===== config.mk =====
export PLATFORM = sky130hd
export DESIGN_NAME = cic_decim_sequencer
export DESIGN_NICKNAME = d
export VERILOG_FILES = /design/src/rtl/cic_seq_pkg.sv /design/src/rtl/cic_gain_calc.sv /design/src/rtl/cic_decim_sequencer.sv
export SDC_FILE = /design/constraint.sdc
export NUM_CORES = 1
export LEC_CHECK = 0
export CAP_MARGIN = 20
export CORE_ASPECT_RATIO = 0.75
export CORE_MARGIN = 2
export CORE_UTILIZATION = 51
export CTS_CLUSTER_DIAMETER = 120
export CTS_CLUSTER_SIZE = 12
export DETAILED_ROUTE_END_ITERATION = 7
export GPL_TIMING_DRIVEN = 1
export PLACE_DENSITY = 0.85
export SYNTH_ARGS = -nofsm -noshare
export SYNTH_HDL_FRONTEND = slang
export SYNTH_HIERARCHICAL = 1
export SYNTH_SLANG_ARGS = --single-unit

===== constraint.sdc =====
create_clock -name clk -period 8.9 [get_ports clk]
set_input_delay 1.335 -clock clk [delete_from_list [all_inputs] [get_ports clk]]
set_output_delay 1.335 -clock clk [all_outputs]
set_load 0.03 [all_outputs]

===== src/rtl/cic_seq_pkg.sv =====
// Shared types and constants for the CIC decimator control slice.
package cic_seq_pkg;

    localparam int DEC_W        = 15;  // decimation count width (R = count + 1)
    localparam int SHIFT_W      = 6;   // CIC gainShift width
    localparam int HEADROOM_DEF = 30;  // 48-bit accumulator minus 18-bit input

    typedef enum logic [1:0] {
        ST_RUN    = 2'd0,
        ST_FLUSH  = 2'd1,
        ST_SETTLE = 2'd2
    } seq_state_t;

endpackage


===== src/rtl/cic_gain_calc.sv =====
// Maps a decimation count to the CIC gain shift: shift = HEADROOM - 3*clog2(R),
// saturating at 0 (and flagging it) when the growth exceeds the headroom.
module cic_gain_calc
    import cic_seq_pkg::*;
#(
    parameter int HEADROOM = HEADROOM_DEF
) (
    input  logic [DEC_W-1:0]   decimation,
    output logic [SHIFT_W-1:0] shift,
    output logic               clamped
);

    logic [4:0]         log2r;
    logic [SHIFT_W-1:0] growth;

    // clog2(count+1) equals the index of the count's top set bit plus one (0 for count 0)
    always_comb begin
        log2r = '0;
        for (int i = 0; i < DEC_W; i++) begin
            if (decimation[i]) log2r = 5'(i + 1);
        end
    end

    assign growth = SHIFT_W'(log2r) * SHIFT_W'(3);

    // subtract the bit growth from the headroom, saturating at zero
    always_comb begin
        if (growth <= SHIFT_W'(HEADROOM)) begin
            shift   = SHIFT_W'(HEADROOM) - growth;
            clamped = 1'b0;
        end else begin
            shift   = '0;
            clamped = 1'b1;
        end
    end

endmodule


===== src/rtl/cic_decim_sequencer.sv =====
// CIC decimator control: latches decimation/gain config, flushes the CIC after
// every change, drops the settling outputs and flags clean samples.
module cic_decim_sequencer
    import cic_seq_pkg::*;
#(
    parameter int FLUSH_CYCLES       = 4,
    parameter int SETTLE_OUTPUTS     = 4,
    parameter int HEADROOM           = HEADROOM_DEF,
    parameter int DEFAULT_DECIMATION = 1
) (
    input  logic               clk,
    input  logic               reset,
    input  logic               cfg_wr,
    input  logic [DEC_W-1:0]   cfg_decimation,
    input  logic               cfg_gain_override,
    input  logic [SHIFT_W-1:0] cfg_gain_shift,
    input  logic               cic_sync_out,
    output logic               cic_reset,
    output logic [DEC_W-1:0]   cic_decimation,
    output logic [SHIFT_W-1:0] cic_gain_shift,
    output logic               sample_valid,
    output logic               busy,
    output logic               growth_clamped
);

    // one counter serves both the flush cycle count and the settle strobe count
    localparam int CNT_MAX = (FLUSH_CYCLES > SETTLE_OUTPUTS) ? FLUSH_CYCLES : SETTLE_OUTPUTS;
    localparam int CNT_W   = $clog2(CNT_MAX + 1);

    seq_state_t         state, state_n;
    logic [CNT_W-1:0]   cnt, cnt_n;
    logic [DEC_W-1:0]   calc_dec;
    logic [SHIFT_W-1:0] auto_shift;
    logic               auto_clamped;

    // the single gain calculator sees the default ratio during reset, the written one otherwise
    assign calc_dec = reset ? DEC_W'(DEFAULT_DECIMATION) : cfg_decimation;

    cic_gain_calc #(.HEADROOM(HEADROOM)) u_gain (
        .decimation (calc_dec),
        .shift      (auto_shift),
        .clamped    (auto_clamped)
    );

    // config registers: reset default, or take the write (manual shift when overridden)
    always_ff @(posedge clk) begin
        if (reset) begin
            cic_decimation <= DEC_W'(DEFAULT_DECIMATION);
            cic_gain_shift <= auto_shift;
            growth_clamped <= 1'b0;
        end else if (cfg_wr) begin
            cic_decimation <= cfg_decimation;
            cic_gain_shift <= cfg_gain_override ? cfg_gain_shift : auto_shift;
            growth_clamped <= cfg_gain_override ? 1'b0 : auto_clamped;
        end
    end

    // sequencer state and counter; reset starts a full flush
    always_ff @(posedge clk) begin
        if (reset) begin
            state <= ST_FLUSH;
            cnt   <= CNT_W'(FLUSH_CYCLES);
        end else begin
            state <= state_n;
            cnt   <= cnt_n;
        end
    end

    // next state: any write restarts the flush; flush counts cycles, settle counts strobes
    always_comb begin
        state_n = state;
        cnt_n   = cnt;
        if (cfg_wr) begin
            state_n = ST_FLUSH;
            cnt_n   = CNT_W'(FLUSH_CYCLES);
        end else begin
            case (state)
                ST_RUN: ;
                ST_FLUSH: begin
                    if (cnt == CNT_W'(1)) begin
                        state_n = ST_SETTLE;
                        cnt_n   = CNT_W'(SETTLE_OUTPUTS);
                    end else begin
                        cnt_n = cnt - CNT_W'(1);
                    end
                end
                ST_SETTLE: begin
                    if (cic_sync_out) begin
                        if (cnt == CNT_W'(1)) state_n = ST_RUN;
                        else                  cnt_n   = cnt - CNT_W'(1);
                    end
                end
                default: begin
                    state_n = ST_FLUSH;
                    cnt_n   = CNT_W'(FLUSH_CYCLES);
                end
            endcase
        end
    end

    // a strobe is only passed on in steady RUN and not when a reconfig lands with it
    always_ff @(posedge clk) begin
        if (reset) sample_valid <= 1'b0;
        else       sample_valid <= (state == ST_RUN) && cic_sync_out && !cfg_wr;
    end

    assign cic_reset = (state == ST_FLUSH);
    assign busy      = (state != ST_RUN);

endmodule


==> reports/results.ini, run 1 <==
[power]
total_leakage_power_uw = 0.000969
p_per_area_nw_per_um2 = 142
vdd_drop_max_uv = 107
fin_total_pwr_uw = 332

[synthesis]
mappedNetlistArea_um2 = 1760
synthesis.area_per_instance_um2 = 9.69
netlist.top_cell.by_area = dfxtp_1
yosys_warnings = 6
postSynthRegisterBits = 28
synth_flop_cell = dfxtp_1
post_synth_main_area_contributors = dfxtp_1, edfxtp_1, ha_1
synth.most_common_cell = nor2_1
synth_top_cell_area_share = 0.250
sequential_cell_area_fraction_in_the_yosys_report = 0.352
netlist-cell-type-count = 49
synth_async_sr_flop_share = 0
number_of_instances_in_the_synthesized_netlist = 182
mappedNetlistNets = 221
synth.top_cells.by_count = nor2_1, dfxtp_1, nor2b_1, mux2i_1, ha_1
synth-edff-count = 6

[clock_tree]
numCtsBuffers = 3
cts-htree-levels = 1
tritoncts = yes
deepest_clock_path_buffer_count = 2
cts-hold-fix-buffers = 0
clock_latency_ns = 0.27
resized_after_cts = 0
ctsRootBufferMaster = clkbuf_8
postCtsSetupBuffers = 0
clock_pin_transition_on_the_worst_setup_and_hold_timing_paths_ns = 0.09
clock_sinks = 28

[grt]
met2_usage = 0.335
grt_max_degree = 34
grt_util_met3 = 0.0543
first_global_vias = 1347
antenna_found_initial = 0
grt_pass1_wl_mm = 5.96
gr-usage-all-layers = 0.198
grt-ovfl-total = 0
grt.met1_usage = 0.262
grt_busiest_layer = met2

[job]
drv_cap = 0

[route]
detail_route.iter0.violations = 61
via_per_inst = 5.30
detail-route-antenna-nets = 0
drt-total-wl_mm = 3.62
post-route-drc-count = 0
num_vias = 1436
detail_route.first_pass.iterations = 4
avgRoutedWirePerCell_um = 13.4

[die]
io_pins = 51
design.core.area_um2 = 3290
die_x_um = 71.9
fp.dieH_um = 54.9
row_count = 18
floorplan.initialDensity = 0.536
die-area_um2 = 3950

[final_layout]
fraction_of_layout_cells_with_a_size_suffix_above_1 = 0.104
multi_input_area_um2 = 1070
flow.area_growth_from_synthesis_pct = 32.2
final_net_count = 271
num-fill-cells = 278
antennaDiodeCount = 0
regArea_um2 = 621

[worst_setup_path]
capture_point_of_the_worst_reg_to_reg_path = cnt[1]
rr_worst_depth = 6
endpoint_kind = flip-flop
rrSetupSlack_ns = 7.40
worst_setup_path_start_kind = primary input
critical_path_peak_fanout = 33
critPathKind = in -> reg
startpoint = reset
worst-endpoint-arrival_ns = 5.16
r2r-start = state[0]
cp-endpoint = cic_gain_shift[5]
crit_required_ns = 8.93

[timing]
fmax_mhz = 195
setup_total_negative_slack_ns = 0
endpoints_failing_hold = 0
worst_pin_slew_ns = 1.08
setup_viol = 0
final_min_period_over_clock_period = 0.577
slew-limit-headroom = 0.279
fin_worst_skew_ns = 0.000475
min_period_ns = 5.13
grt_setup_unrepaired = no
slew_violations = 0

[place]
dp_hpwl_mm = 2.85
last_weighted_congestion_value_of_the_routability_driven_placer = 0.922
port_buffers = 50

[status]
run_status = finished, final reports clean

[hold_path]
class_of_the_most_critical_hold_timing_path = reg -> reg
min_delay_path_depth = 2

worst min path at each step:
| stage | start | endpoint | slack, ns |
|---|---|---|---|
| 2_1_floorplan | cnt[0] | cnt[0] | 0.45 |
| 3_3_place_gp | cnt[1] | cnt[1] | 0.46 |
| 3_5_place_dp | cnt[1] | cnt[1] | 0.47 |
| 4_1_cts | cnt[1] | cnt[1] | 0.49 |
| 5_1_grt | cnt[1] | cnt[1] | 0.52 |
| 6_report | growth_clamped | growth_clamped | 0.48 |
per-layer routing:
metal	vias up	wire length (um)
li1	734	-
met3	4	249
met4	0	21
met5	-	0
met2	55	1620
met1	643	1730
report_power, final:
| part | leakage, uW | switching (uW) | internal [uW] |
|---|---|---|---|
| logic | 0.000701 | 63.0 | 54.9 |
| clock network | 0.0000228 | 37.1 | 32.1 |
| registers | 0.000245 | 4.40 | 141 |
registers in the layout, indices dropped and copies added (netlist names):
| signal | flops |
|---|---|
| cic_gain_shift | 6 |
| state | 2 |
| sample_valid | 1 |
| cic_decimation | 15 |
| growth_clamped | 1 |
| cnt | 3 |
through the flow:
step	setup WS (ns)	hold slack, ns	utilization	std cells	area (um2)
5_1_grt	3.49	0.516	0.709	271	2330
6_report	3.77	0.480	0.709	271	2330
3_5_place_dp	3.47	0.475	0.695	267	2290
2_1_floorplan	4.34	0.447	-	182	1760
3_3_place_gp	3.64	0.462	0.695	267	2290
4_1_cts	3.76	0.488	0.709	271	2330
area by class of cell:
cell class / instances / share of cell area
Clock buffer: 4 / 0.0193
Timing Repair Buffer: 51 / 0.218
Tap cell: 40 / 0.0215
Sequential cell: 28 / 0.266
Inverter: 10 / 0.0161
Multi-Input combinational cell: 138 / 0.459
layout by cell type, fill, tap and decap left out, types with 6 or more instances in the layout:
cell,instances
clkdlybuf4s50_1,50
nor2_1,25
dfxtp_1,22
nor2b_1,17
mux2i_1,14
ha_1,12
inv_1,9
nand2_1,7
mux2_2,6
edfxtp_1,6
critical path, cell delays in order:
cell and delay [ns]:
clkdlybuf4s50_1 0.45, buf_4 0.32, nor2b_1 0.16, or3_1 0.40, or3_4 0.35, o21ai_4 0.19, inv_1 0.09, ha_1 0.22
fa_1 0.41, xor2_1 0.27, nand3_1 0.19, o31ai_4 0.36, nor4_1 0.11, mux2_2 0.28
logic make-up (layout without fill, tap and decap cells):
group                    after synthesis  count (layout)  share of synthesized area
AND/OR/NAND/NOR                       71              71                      0.235
AO/OA/AOI/OAI                         30              30                      0.138
flip-flops                            28              28                      0.352
multiplexers                          20              20                      0.118
buffers and inverters                 16              65                     0.0412
adder cells (fa/ha/maj)               13              13                     0.0965
XOR/XNOR                               4               4                     0.0199
(Power assumes the default switching activity.)
==> run 2, diff against run 1 <==
--- a/config.mk
+++ b/config.mk
@@ -8,12 +8,12 @@
 export CAP_MARGIN = 20
 export CORE_ASPECT_RATIO = 0.75
 export CORE_MARGIN = 2
-export CORE_UTILIZATION = 51
+export CORE_UTILIZATION = 47
 export CTS_CLUSTER_DIAMETER = 120
 export CTS_CLUSTER_SIZE = 12
 export DETAILED_ROUTE_END_ITERATION = 7
 export GPL_TIMING_DRIVEN = 1
-export PLACE_DENSITY = 0.85
+export PLACE_DENSITY = 0.79
 export SYNTH_ARGS = -nofsm -noshare
 export SYNTH_HDL_FRONTEND = slang
 export SYNTH_HIERARCHICAL = 1
==> constraint.sdc (replaced) <==
create_clock -name clk -period 5.1 [get_ports clk]
set_input_delay 0.765 -clock clk [delete_from_list [all_inputs] [get_ports clk]]
set_output_delay 0.765 -clock clk [all_outputs]
set_load 0.03 [all_outputs]
==> run 2 against run 1 <==
  * Worst setup slack worse by 3.1 ns
  * Critical endpoint unchanged
  * Critical path depth did not move
  * First-iteration DRC count grew 3.3%
==> reports/results.ini, run 2 (synthesis results as in run 1) <==
[status]
run_status = finished, final reports clean  ; unchanged

[worst_setup_path]
worst-endpoint-arrival_ns = 4.47  ; was 5.16 ns
rrSetupSlack_ns = 3.61  ; was 7.40 ns
critical-path-slowest-cell = clkdlybuf4s50_1  ; unchanged
critPathKind = in -> reg  ; unchanged
endpoint_kind = flip-flop  ; unchanged
crit_required_ns = 5.14  ; was 8.93 ns
capture_point_of_the_worst_reg_to_reg_path = cnt[1]  ; unchanged
critical-path-top-cell-by-count = nor2b_1
worst_setup_path_start_kind = primary input  ; unchanged
critPathMaxStageDelay_ns = 0.63  ; was 0.45 ns
rr_worst_depth = 6  ; unchanged
r2r-start = state[1]  ; was state[0]
critical_path_peak_fanout = 21  ; was 33
cells_along_the_critical_path = clkdlybuf4s50_1 -> buf_4 -> nor2b_1 -> nor2b_1 -> or3_4 -> o21ai_4 -> inv_1 -> ha_1 -> fa_1 -> xor2_1 -> nand3_1 -> o31ai_4 -> nor4_1 -> mux2_2  ; was clkdlybuf4s50_1 -> buf_4 -> nor2b_1 -> or3_1 -> or3_4 -> o21ai_4 -> inv_1 -> ha_1 -> fa_1 -> xor2_1 -> nand3_1 -> o31ai_4 -> nor4_1 -> mux2_2

[timing]
fin_worst_hold_slack_ns = 0.489  ; was 0.480 ns
slew_violations = 0  ; unchanged
setup_viol = 0  ; unchanged
final_min_period_over_clock_period = 0.868
endpoints_failing_hold = 0  ; unchanged
fmax_mhz = 226
setup_total_negative_slack_ns = 0  ; unchanged
fin_worst_skew_ns = 0.00138  ; was 0.000475 ns
grt_setup_unrepaired = no  ; unchanged
min_period_ns = 4.43
worst_pin_slew_ns = 1.07  ; was 1.08 ns
slew-limit-headroom = 0.283  ; was 0.279

[grt]
grt-ovfl-total = 0  ; unchanged
gr-usage-all-layers = 0.172  ; was 0.198
first_global_vias = 1303  ; was 1347
grt_pass1_wl_mm = 5.78  ; was 5.96 mm
grt_max_degree = 22  ; was 34
antenna_found_initial = 0  ; unchanged

[final_layout]
final_net_count = 273  ; was 271
final_core_util = 0.649  ; was 0.709
num-fill-cells = 309  ; was 278
flow.area_growth_from_synthesis_pct = 33.9  ; was 32.2%
regArea_um2 = 621  ; unchanged
top_library_cells_by_usage_in_the_layout_fill_and_taps_aside = clkdlybuf4s50_1, nor2_1, dfxtp_1  ; unchanged
fraction_of_layout_cells_with_a_size_suffix_above_1 = 0.112  ; was 0.104
layout.cells.most_common = clkdlybuf4s50_1  ; unchanged
multi_input_area_um2 = 1070  ; unchanged
biggestRegsByFlops = cic_decimation (15), cic_gain_shift (6), cnt (3)  ; unchanged
antennaDiodeCount = 0  ; unchanged
largest_reg_flops = 15  ; unchanged
largest_register = cic_decimation  ; unchanged

[die]
row_count = 19  ; was 18
die_x_um = 74.7  ; was 71.9 um
io_pins = 51  ; unchanged
die-area_um2 = 4260  ; was 3950 um2
design.core.area_um2 = 3640  ; was 3290 um2
fp.dieH_um = 57.0  ; was 54.9 um
floorplan.initialDensity = 0.485  ; was 0.536

[hold_path]
min_delay_path_depth = 2  ; unchanged
class_of_the_most_critical_hold_timing_path = reg -> reg  ; unchanged
worstHoldEndpoint = growth_clamped  ; unchanged
hold_start = growth_clamped  ; unchanged

[power]
p_per_area_nw_per_um2 = 247  ; was 142 nW/um2
vdd_drop_max_uv = 138  ; was 107 uV
total_leakage_power_uw = 0.000978  ; was 0.000969 uW

[clock_tree]
postCtsSetupBuffers = 0  ; unchanged
clock_latency_ns = 0.28  ; was 0.27 ns
numCtsBuffers = 3  ; unchanged
tritoncts = yes  ; unchanged
cts-htree-levels = 1  ; unchanged
cts-hold-fix-buffers = 0  ; unchanged
ctsRootBufferMaster = clkbuf_8  ; unchanged
deepest_clock_path_buffer_count = 2  ; unchanged
clock_sinks = 28  ; unchanged
clock_pin_transition_on_the_worst_setup_and_hold_timing_paths_ns = 0.10  ; was 0.09 ns
resized_after_cts = 0  ; unchanged

[place]
dp_hpwl_mm = 2.68  ; was 2.85 mm
port_buffers = 50  ; unchanged
last_weighted_congestion_value_of_the_routability_driven_placer = 0.846  ; was 0.922

[route]
drt-total-wl_mm = 3.44  ; was 3.62 mm
post-route-drc-count = 0  ; unchanged
detail_route.first_pass.iterations = 4  ; unchanged
avgRoutedWirePerCell_um = 12.1  ; was 13.4 um
detail_route.iter0.violations = 63  ; was 61
detail-route-antenna-nets = 0  ; unchanged
num_vias = 1412  ; was 1436
via_per_inst = 4.95  ; was 5.30

[job]
drv_cap = 0  ; unchanged

[run 2: changes by cell type in the layout (fill, tap and decap cells not counted)]
cell   before  now
buf_4       1    3
[run 2: cell type report]
| class | count | area share |
|---|---|---|
| clock buffers | 4 | 0.0191 |
| inverters | 10 | 0.0159 |
| repair buffers | 53 | 0.222 |
| multi-input cells | 138 | 0.453 |
| flip-flops and latches | 28 | 0.263 |
| well taps | 52 | 0.0276 |
[run 2: how the worst max path moves through the flow]
stage	from	end	slack, ns	cells after the start
3_3_place_gp	reset	cic_gain_shift[5]	0.47	14
4_1_cts	reset	cic_gain_shift[5]	0.66	14
5_1_grt	reset	cic_gain_shift[5]	0.42	14
6_report	reset	cic_gain_shift[5]	0.67	14
3_5_place_dp	reset	cic_gain_shift[5]	0.36	14
2_1_floorplan	reset	cic_gain_shift[5]	1.11	13
[run 2: through the flow]
step           setup slack (ns)  std cells  power [uW]  area, um2
6_report                  0.671        285         583       2360
5_1_grt                   0.417        285         615       2360
4_1_cts                   0.657        285         589       2360
3_5_place_dp              0.360        281         464       2320
3_3_place_gp              0.469        281         462       2320
2_1_floorplan              1.11        182         394       1760
[run 2: power by group]
part | switching, uW | total, uW | internal (uW)
Sequential | 7.60 | 253 | 245
Clock | 68.9 | 125 | 56.1
Combinational | 108 | 205 | 96.9
Total | 184 | 583 | 398
[run 2: per-layer routing]
layer | share of wire | vias to the layer above | global-route usage
li1 | - | 733 | -
met1 | 0.51 | 630 | 0.247
met2 | 0.41 | 44 | 0.259
met3 | 0.062 | 5 | 0.0406
met4 | 0.011 | 0 | 0.0485
met5 | 0 | - | 0
[run 2: worst max-delay path, delay by kind of cell]
| kind | cells | cell delay [ns] |
|---|---|---|
| muxes | 1 | 0.28 |
| buffers and inverters | 3 | 1.01 |
| and+or+nand+nor | 5 | 0.97 |
| AOI/OAI and AO/OA | 2 | 0.54 |
| xor gates and xnor gates | 1 | 0.27 |
| adders and majority gates | 2 | 0.63 |
==> run 3, diff against run 2 <==
--- a/config.mk
+++ b/config.mk
@@ -13,7 +13,7 @@
 export CTS_CLUSTER_SIZE = 12
 export DETAILED_ROUTE_END_ITERATION = 7
 export GPL_TIMING_DRIVEN = 1
-export PLACE_DENSITY = 0.79
+export PLACE_DENSITY = 0.9
 export SYNTH_ARGS = -nofsm -noshare
 export SYNTH_HDL_FRONTEND = slang
 export SYNTH_HIERARCHICAL = 1
==> run 3 against run 2 <==
  * Clock-buffer cell count unchanged
  * Sequential power barely moved
  * Via count increased by 0.71%
  * Critical path type unchanged
  * Critical endpoint unchanged
  * Largest power group unchanged
==> reports/results.ini, run 3 (synthesis results as in run 1) <==
[status]
run_status = finished, final reports clean  ; unchanged

[worst_setup_path]
critical_path_peak_fanout = 23  ; was 21
rrSetupSlack_ns = 3.61  ; about the same
worst_setup_path_start_kind = primary input  ; unchanged
startpoint = reset  ; unchanged
crit_required_ns = 5.14  ; about the same
capture_point_of_the_worst_reg_to_reg_path = cnt[1]  ; unchanged
rr_worst_depth = 6  ; unchanged
endpoint_kind = flip-flop  ; unchanged
worst-endpoint-arrival_ns = 4.62  ; was 4.47 ns
critPathKind = in -> reg  ; unchanged
r2r-start = state[0]  ; was state[1]

[final_layout]
top_library_cells_by_usage_in_the_layout_fill_and_taps_aside = clkdlybuf4s50_1, nor2_1, dfxtp_1  ; unchanged
biggestRegsByFlops = cic_decimation (15), cic_gain_shift (6), cnt (3)  ; unchanged
multi_input_area_um2 = 1070  ; unchanged
layout.cells.most_common = clkdlybuf4s50_1  ; unchanged
antennaDiodeCount = 0  ; unchanged
fraction_of_layout_cells_with_a_size_suffix_above_1 = 0.112  ; unchanged
postLayoutCellArea_um2 = 2380  ; was 2360 um2
regArea_um2 = 621  ; unchanged
final_core_util = 0.655  ; was 0.649
largest_register = cic_decimation  ; unchanged
num-fill-cells = 298  ; was 309
largest_reg_flops = 15  ; unchanged
final_net_count = 273  ; unchanged
flow.area_growth_from_synthesis_pct = 35.1  ; was 33.9%

[hold_path]
hold_start = cnt[1]  ; was growth_clamped
class_of_the_most_critical_hold_timing_path = reg -> reg  ; unchanged
worstHoldEndpoint = cnt[1]  ; was growth_clamped
min_delay_path_depth = 2  ; unchanged

[clock_tree]
clock_sinks = 28  ; unchanged
cts-hold-fix-buffers = 0  ; unchanged
ctsRootBufferMaster = clkbuf_8  ; unchanged
clock_pin_transition_on_the_worst_setup_and_hold_timing_paths_ns = 0.09  ; was 0.10 ns
numCtsBuffers = 3  ; unchanged
cts-htree-levels = 1  ; unchanged
postCtsSetupBuffers = 0  ; unchanged
clock_latency_ns = 0.27  ; was 0.28 ns
resized_after_cts = 0  ; unchanged
deepest_clock_path_buffer_count = 2  ; unchanged
tritoncts = yes  ; unchanged

[die]
io_pins = 51  ; unchanged
die-area_um2 = 4260  ; unchanged
floorplan.initialDensity = 0.485  ; unchanged
fp.dieH_um = 57.0  ; unchanged
die_x_um = 74.7  ; unchanged
row_count = 19  ; unchanged
design.core.area_um2 = 3640  ; unchanged

[timing]
slew_violations = 0  ; unchanged
grt_setup_unrepaired = no  ; unchanged
final_min_period_over_clock_period = 0.900  ; was 0.868
setup_total_negative_slack_ns = 0  ; unchanged
worst_pin_slew_ns = 0.510  ; was 1.07 ns
postLayoutSetupSlackWorst_ns = 0.512  ; was 0.671 ns
fin_worst_skew_ns = 0.000606  ; was 0.00138 ns
setup_viol = 0  ; unchanged
min_period_ns = 4.59  ; was 4.43 ns
slew-limit-headroom = 0.659  ; was 0.283
fin_worst_hold_slack_ns = 0.483  ; was 0.489 ns
endpoints_failing_hold = 0  ; unchanged
fmax_mhz = 218  ; was 226 MHz

[place]
placed_area_um2 = 2320  ; about the same
dp_hpwl_mm = 2.73  ; was 2.68 mm
last_weighted_congestion_value_of_the_routability_driven_placer = 0.802  ; was 0.846
port_buffers = 50  ; unchanged
placement_setup_slack_ns = 0.231  ; was 0.360 ns

[route]
drt-total-wl_mm = 3.59  ; was 3.44 mm
detail_route.iter0.violations = 69  ; was 63
post-route-drc-count = 0  ; unchanged
avgRoutedWirePerCell_um = 12.6  ; was 12.1 um
num_vias = 1422  ; was 1412
via_per_inst = 4.99  ; was 4.95
detail-route-antenna-nets = 0  ; unchanged
detail_route.first_pass.iterations = 4  ; unchanged

[power]
vdd_drop_max_uv = 142  ; was 138 uV
total_leakage_power_uw = 0.000985  ; was 0.000978 uW
p_per_area_nw_per_um2 = 245  ; was 247 nW/um2

[grt]
grt_pass1_wl_mm = 6.07  ; was 5.78 mm
antenna_found_initial = 0  ; unchanged
first_global_vias = 1353  ; was 1303
gr-usage-all-layers = 0.180  ; was 0.172
grt_max_degree = 24  ; was 22
grt-ovfl-total = 0  ; unchanged

[job]
drv_cap = 0  ; unchanged

[run 3: final cells by class]
| cell class | count | share of cell area |
|---|---|---|
| clock buffer | 4 | 0.0189 |
| inverter | 10 | 0.0158 |
| multi-input combinational | 138 | 0.449 |
| sequential | 28 | 0.261 |
| tap | 52 | 0.0273 |
| timing repair buffer | 53 | 0.228 |
[run 3: worst max path at each step]
| stage | slack [ns] | end |
|---|---|---|
| 6_report | 0.51 | cic_gain_shift[5] |
| 5_1_grt | 0.19 | cic_gain_shift[5] |
| 4_1_cts | 0.48 | cic_gain_shift[5] |
| 3_5_place_dp | 0.23 | cic_gain_shift[5] |
| 3_3_place_gp | 0.41 | cic_gain_shift[5] |
| 2_1_floorplan | 1.11 | cic_gain_shift[5] |
[run 3: worst max-delay path: stages]
cell and delay [ns]:
clkdlybuf4s50_1 0.61, buf_12 0.26, nor2b_1 0.33, nor2b_1 0.12, or3_4 0.39, o21ai_4 0.19
inv_1 0.09, ha_1 0.21, fa_1 0.40, xor2_1 0.29, nand3_1 0.21, o31ai_4 0.37
nor4_1 0.10, mux2_2 0.27
[run 3: power by group]
part | leakage [uW] | switching, uW | internal, uW
logic | 0.000717 | 110 | 98.2
clock network | 0.0000228 | 66.8 | 56.0
registers | 0.000245 | 7.80 | 245
total | 0.000985 | 185 | 400
[run 3: metrics by stage]
| step | power, uW | std cells |
|---|---|---|
| 6_report | 585 | 285 |
| 5_1_grt | 618 | 285 |
| 4_1_cts | 590 | 284 |
| 3_5_place_dp | 466 | 280 |
| 3_3_place_gp | 461 | 280 |
| 2_1_floorplan | 394 | 182 |
[run 3: layer usage]
layer,part of all wire,GRT usage
met5,0,0
met1,0.47,0.246
met4,0.0064,0.0459
met3,0.061,0.0442
met2,0.46,0.287
